<file path="src/rtl/appr_mac_accumulator.sv">
// Windowed signed accumulator behind the approximate multiplier: sums cfg_len products
// per window and hands each sum downstream. Optional saturation: APPR_ACC_SAT_EN.
module appr_mac_accumulator #(
   parameter int PROD_WIDTH = 18,
   parameter int ACC_WIDTH  = 32,
   parameter int LEN_WIDTH  = 8
) (
   input  logic                  clk,
   input  logic                  rst,
   input  logic                  clr,
   input  logic [LEN_WIDTH-1:0]  cfg_len,
   input  logic                  in_valid,
   output logic                  in_ready,
   input  logic [PROD_WIDTH-1:0] in_prod,
   output logic                  out_valid,
   input  logic                  out_ready,
   output logic [ACC_WIDTH-1:0]  out_acc,
   output logic                  out_sat,
   output logic                  busy
);

   typedef enum logic [1:0] {
      S_IDLE = 2'd0,
      S_ACC  = 2'd1,
      S_DONE = 2'd2
   } state_t;

   state_t                        r_state;
   state_t                        w_state_next;
   logic signed [ACC_WIDTH-1:0]   r_acc;
   logic        [LEN_WIDTH:0]     r_cnt;
   logic        [LEN_WIDTH-1:0]   r_len_q;

   logic                          w_in_xfer;
   logic                          w_out_xfer;
   logic        [LEN_WIDTH-1:0]   w_len_eff;
   logic        [LEN_WIDTH:0]     w_cnt_inc;
   logic                          w_last;
   logic signed [ACC_WIDTH-1:0]   w_prod_ext;
   logic signed [ACC_WIDTH-1:0]   w_sum;
   logic signed [ACC_WIDTH-1:0]   w_acc_next;

   assign in_ready   = (r_state != S_DONE);
   assign out_valid  = (r_state == S_DONE);
   assign busy       = (r_state != S_IDLE);
   assign out_acc    = r_acc;

   assign w_in_xfer  = in_valid && in_ready;
   assign w_out_xfer = out_valid && out_ready;

   // A programmed length of zero behaves as a single-product window.
   assign w_len_eff  = (cfg_len == '0) ? LEN_WIDTH'(1) : cfg_len;
   assign w_cnt_inc  = r_cnt + (LEN_WIDTH+1)'(1);
   assign w_last     = (w_cnt_inc == {1'b0, r_len_q});

   assign w_prod_ext = ACC_WIDTH'(signed'(in_prod));
   assign w_sum      = r_acc + w_prod_ext;

`ifdef APPR_ACC_SAT_EN
   logic r_sat;
   logic w_ovf;

   // Overflow only when both addends share a sign the result does not.
   assign w_ovf = (r_acc[ACC_WIDTH-1] == w_prod_ext[ACC_WIDTH-1]) &&
                  (w_sum[ACC_WIDTH-1] != r_acc[ACC_WIDTH-1]);

   always_comb begin
      w_acc_next = w_sum;
      if (w_ovf) begin
         w_acc_next = r_acc[ACC_WIDTH-1] ? {1'b1, {(ACC_WIDTH-1){1'b0}}}
                                         : {1'b0, {(ACC_WIDTH-1){1'b1}}};
      end
   end

   always_ff @(posedge clk) begin
      if (rst || clr) begin
         r_sat <= 1'b0;
      end else if (w_in_xfer) begin
         if (r_state == S_IDLE) begin
            r_sat <= 1'b0;
         end else if (r_state == S_ACC) begin
            r_sat <= r_sat | w_ovf;
         end
      end
   end

   assign out_sat = r_sat;
`else
   assign w_acc_next = w_sum;
   assign out_sat    = 1'b0;
`endif

   always_ff @(posedge clk) begin
      if (rst) begin
         r_state <= S_IDLE;
      end else begin
         r_state <= w_state_next;
      end
   end

   always_comb begin
      w_state_next = r_state;
      if (clr) begin
         w_state_next = S_IDLE;
      end else begin
         case (r_state)
            S_IDLE: begin
               if (w_in_xfer) begin
                  w_state_next = (w_len_eff == LEN_WIDTH'(1)) ? S_DONE : S_ACC;
               end
            end
            S_ACC: begin
               if (w_in_xfer && w_last) begin
                  w_state_next = S_DONE;
               end
            end
            S_DONE: begin
               if (w_out_xfer) begin
                  w_state_next = S_IDLE;
               end
            end
            default: w_state_next = S_IDLE;
         endcase
      end
   end

   // Window datapath; clr drops any same-cycle input transfer.
   always_ff @(posedge clk) begin
      if (rst) begin
         r_acc   <= '0;
         r_cnt   <= '0;
         r_len_q <= LEN_WIDTH'(1);
      end else if (clr) begin
         r_acc   <= '0;
         r_cnt   <= '0;
      end else if (w_in_xfer) begin
         if (r_state == S_IDLE) begin
            r_acc   <= w_prod_ext;
            r_cnt   <= (LEN_WIDTH+1)'(1);
            r_len_q <= w_len_eff;
         end else if (r_state == S_ACC) begin
            r_acc   <= w_acc_next;
            r_cnt   <= w_cnt_inc;
         end
      end
   end

endmodule

</file>
<file path="config.mk">
export PLATFORM = sky130hd
export DESIGN_NAME = appr_mac_accumulator
export DESIGN_NICKNAME = d
export VERILOG_FILES = /design/src/rtl/appr_mac_accumulator.sv
export SDC_FILE = /design/constraint.sdc
export NUM_CORES = 1
export LEC_CHECK = 0
export CAP_MARGIN = 20
export CORE_MARGIN = 1
export CORE_UTILIZATION = 35
export CTS_BUF_LIST = sky130_fd_sc_hd__clkbuf_16
export DETAILED_ROUTE_END_ITERATION = 6
export PLACE_DENSITY = 0.6
export SETUP_SLACK_MARGIN = 0.4
export SLEW_MARGIN = 10
export SYNTH_ARGS = -nofsm -noshare
export SYNTH_HDL_FRONTEND = slang
export SYNTH_SLANG_ARGS = --single-unit
</file>
<file path="constraint.sdc">
create_clock -name clk -period 3.2 [get_ports clk]
set_input_delay 0.64 -clock clk [delete_from_list [all_inputs] [get_ports clk]]
set_output_delay 0.64 -clock clk [all_outputs]
set_load 0.05 [all_outputs]
</file>
**Word-level counts from Yosys, hierarchy flattened**

Cells that the tools add are included.

- Input port bits: 31
- Output and inout port bits: 36
- Word-level logic and storage cells: 36
- Bits in registers: 51

- Multiplexer cells: 10
- Reduce and logical (&&, ||, !) cells: 11
- Equal/unequal tests: 8
- Bitwise gates (word level): 1
- Add/sub/neg operators: 2

Operators with widths:

| cell | number |
|---|---|
| 2-to-1 mux 32 bit | 2 |
| adder 32 x 18 -> 32 bit | 1 |
| 2-to-1 mux 9 bit | 2 |
| adder 9 x 1 -> 9 bit (second input constant) | 1 |
| == test 9 x 8 -> 1 bit | 1 |
| == test 8 x 1 -> 1 bit (second input constant) | 1 |
| zero test 8 bit | 1 |
| 2-to-1 mux 2 bit | 4 |
| 2-to-1 mux 8 bit | 1 |
| inequality test 2 bit (second input constant) | 3 |
| case mux 2 bit (3 select lines) | 1 |
| AND reduction 3 bit | 2 |
| nonzero test 2 bit | 2 |
| logical AND 1 bit | 3 |
| == test 2 x 1 -> 1 bit (second input constant) | 1 |
| == test 2 bit (second input constant) | 1 |
| zero test 2 bit | 1 |
| inequality test 2 x 1 -> 1 bit (second input constant) | 1 |
| AND reduction 2 bit | 1 |
| OR reduction 2 bit | 1 |
| inverter 1 bit | 1 |

**Depth between registers and ports, before layout**

- Depth after elaboration: 6
- Depth in mapped cells: 11
- Gate-level depth less buffers: 11

**Worst setup path after synthesis**

OpenSTA, ideal clock, no wires.

- Path type: input-to-reg
- Start: input port in_prod[0]
- End: register r_acc[30] (netlist: out_acc[30])
- Path slack: 0.032 ns
- Buffers on the path: 0
- Data arrival time: 3.041 ns
- Cell stages on the path: 11
- Data required time: 3.073 ns
- Setup time: 0.127 ns
- Cell sequence: ha_1 -> fa_1 -> a21o_1 -> a221oi_2 -> a21oi_2 -> a211o_1 -> and4_4 -> nor2_4 -> a21oi_2 -> nand3_1 -> or3b_1

- Word-level cells in the longest chain between the ends: 3

RTL lines:

| element | line | text |
|---|---|---|
| start, declared | 14 | `input logic [PROD_WIDTH-1:0] in_prod,` |
| adder 32 x 18 -> 32 bit | 57 | `assign w_sum = r_acc + w_prod_ext;` |
| 2-to-1 mux 32 bit | 141 | `end else if (r_state == S_ACC) begin` |
| 2-to-1 mux 32 bit | 137 | `if (r_state == S_IDLE) begin` |
| end signal, assigned | 138 | `r_acc <= w_prod_ext;` |
| end signal, assigned | 142 | `r_acc <= w_acc_next;` |
| end, declared | 30 | `logic signed [ACC_WIDTH-1:0] r_acc;` |

Every way passes these cells. The select of a mux whose other input is x is not followed.
A chain may end at the register's enable or synchronous reset.

**Worst setup path after layout**

Same ends and word-level chain as after synthesis.

==> out/metrics.cfg <==
[sta]
whs_ps=468
rsz0062_at_grt=true
slew_headroom_pct=53.7
final_max_slew_viol_count=0
setup_violations=0
hold_viol=0
clock_skew_ps=4.67
min_period_over_period_pct=86.8
post-route-min-period_ps=2780
tightest_slew_ps=691
fmax_mhz=360

[floorplan]
num_rows=37
dieArea_um2=11300
die_y_um=106
core_area_um2=10400
start_util_pct=36.5
die_w_um=106
ioPinCount=67

[finish]
num_antenna_cells=0
final_util_pct=54.8
fin_nets=688
layout-drive-gt1-share_pct=27.7
fin_area_um2=5710
area_delta_synth_final_pct=50.1

[place]
io_buffers=65
place_congestion=0.849
hpwl_um=8160
place_area_um2=5190

[status]
status=complete, no violations

[routing]
final_antenna_net_count=0
wl_per_cell_um=15.1
drtIter0Drc=137
route.detailed.drc=0
via_per_inst=5.45
via_count=4149
drt_first_pass_iters=4
wl_um=11500

[worst_hold_path]
hold_end=out_acc[10]$_SDFFE_PP0P_
hp-start=out_acc[10]$_SDFFE_PP0P_
whs_path_depth=2
hold_class=flip-flop to flip-flop

[yosys]
synth_largest_area_cell=dfxtp_1
syn_area_um2=3800
synth.most_common_cell=a21oi_1
ys_top_cells_by_count=70 x a21oi_1, 60 x nand2_1, 51 x dfxtp_1, 33 x nor2_1, 32 x ha_1
yosysWarnings=0
syn_inst=487
ys_seq_area_share_pct=26.8
synthFlopType=dfxtp_1
synth-edff-count=0
synth_area_per_cell_um2=7.81
synth_top_area_share_pct=26.8
ys_seq_elements=51
synth_area_leaders=dfxtp_1 27%, ha_1 11%, a21oi_1 9.2%, nand2_1 5.9%, xnor2_1 4.6%
synthArstFlopShare_pct=0
synthesis.nets=551
ys_types=60

[global_route]
grt_pass1_wl_um=19200
grt_pass1_vias=4072
grt-ovfl-total=0
globalRouteTotalUtil_pct=20.9
grt_max_degree=44
antenna_found_initial=0

[clock_tree]
cts_tree=done
ctsHoldBuffers=0
cts.path.max_buffers=2
clk_pin_slew_worst_paths_ps=70
htreeDepth=2
cts_root_buffer=clkbuf_16
clock_latency_ps=290
cts_made_buffers=5
clkSinkCount=51

[worst_setup_path]
r2r-end=out_acc[30]$_SDFFE_PP0P_
ff2ff_path_depth=11
crit_path_end_kind=flip-flop
cp_max_fo=3
cp.arrival_ps=2960
crit_required_ps=3380
reg2reg_from=out_acc[0]$_SDFFE_PP0P_
critPathLaunchType=input pin
r2r_setup_slack_ps=490
critPathKind=input pin to flip-flop

[pwr]
power_density_nw_per_um2=323
total_leakage_power_uw=0.00230
max-vdd-ir-drop_v=0.000231

[job]
cap_viol_max_count=0

==> sequential cells by signal, indices dropped and copies added, names as in the netlist <==
name,cells
r_len_q,8
r_state,2
out_acc,32
r_cnt,9
==> metrics by stage <==
step	cells	setup TNS, ps	total power [µW]	worst slack, ps
after detailed placement	737	-3220	1240	-361
after global routing	761	0	1940	319
after CTS	756	0	1840	351
after floorplan	487	0	1020	267
final	761	0	1840	422
after global placement	737	-2620	1230	-316
==> layout by cell type, fill, tap and decap left out, drive strengths merged, types with 4 or more instances in the layout <==
cell type / synthesis / final
dfxtp: 51 / 51
xor2: 14 / 14
a21oi: 73 / 73
o221ai: 10 / 10
mux2i: 4 / 4
nor2b: 5 / 5
nand4: 5 / 5
xnor2: 20 / 20
nand2: 60 / 60
o21ai: 12 / 12
inv: 5 / 7
and3: 5 / 5
nor4: 5 / 5
or2: 4 / 4
dlygate4sd2: 0 / 11
nand2b: 5 / 5
o21a: 6 / 6
clkbuf: 23 / 8
nor2: 34 / 34
clkdlybuf4s50: 0 / 45
a211oi: 10 / 10
a22oi: 5 / 5
ha: 32 / 32
buf: 2 / 95
nand3: 13 / 13
a21o: 15 / 15
nor3: 12 / 12
o22ai: 10 / 10
a31oi: 5 / 5
==> how the worst max path moves through the flow <==
stage | start | end | slack, ps | depth (start not counted)
detailed placement | in_prod[0] | out_acc[30]$_SDFFE_PP0P_ | -360 | 12
CTS | in_prod[0] | out_acc[30]$_SDFFE_PP0P_ | 350 | 12
global route | in_prod[0] | out_acc[12]$_SDFFE_PP0P_ | 320 | 13
finish | in_prod[0] | out_acc[30]$_SDFFE_PP0P_ | 420 | 12
floorplan | in_prod[0] | out_acc[30]$_SDFFE_PP0P_ | 270 | 11
global placement | in_prod[0] | out_acc[30]$_SDFFE_PP0P_ | -320 | 12
==> critical path, stage by stage <==
cell      delay (ps)
buf_8            100
ha_4             150
fa_2             330
a21o_1           200
a221oi_4         290
a21oi_2          110
a211o_1          320
and4_4           190
nor2_4           120
a21oi_4           90
nand3_2           70
or3b_1           340
==> where the power goes <==
group | internal (µW) | switching (µW)
registers | 657 | 24.1
clock network | 295 | 268
logic | 281 | 318
==> area by class of cell <==
class | instances | area (µm²)
clock inverters | 3 | 22.5
inverters | 5 | 18.8
repair buffers | 155 | 1320
multi-input cells | 406 | 3030
fillers | 1012 | 4700
clock buffers | 5 | 125
well taps | 136 | 170
flip-flops and latches | 51 | 1030
==> routing by layer <==
metal / global-route usage, % / share of wire, % / routed length, µm
met5: 0 / 0 / 0
met4: 4.46 / 0.95 / 109
met3: 2.76 / 3.6 / 414
met2: 36.8 / 50 / 5750
met1: 26.9 / 46 / 5240
==> logic make-up (layout without fill, tap and decap cells) <==
family	Yosys count	in the layout	share of synthesized area, %
multiplexers	4	4	1.05
adder cells (fa/ha/maj)	33	33	11.0
XOR/XNOR	34	34	7.83
AND/OR/NAND/NOR	163	163	20.7
flip-flops	51	51	26.8
buffers and inverters	30	168	3.06
AO/OA/AOI/OAI	171	171	29.4
other	1	1	0.0986
==> timing repair <==
action / 4_1_cts / 5_1_grt
endpoints found under the setup margin: 19 / 16
buffers inserted: 11 / 5
gates resized for setup: 61 / 21
pin swaps: 36 / 25
No activity file was read; power rests on OpenSTA's default activity.
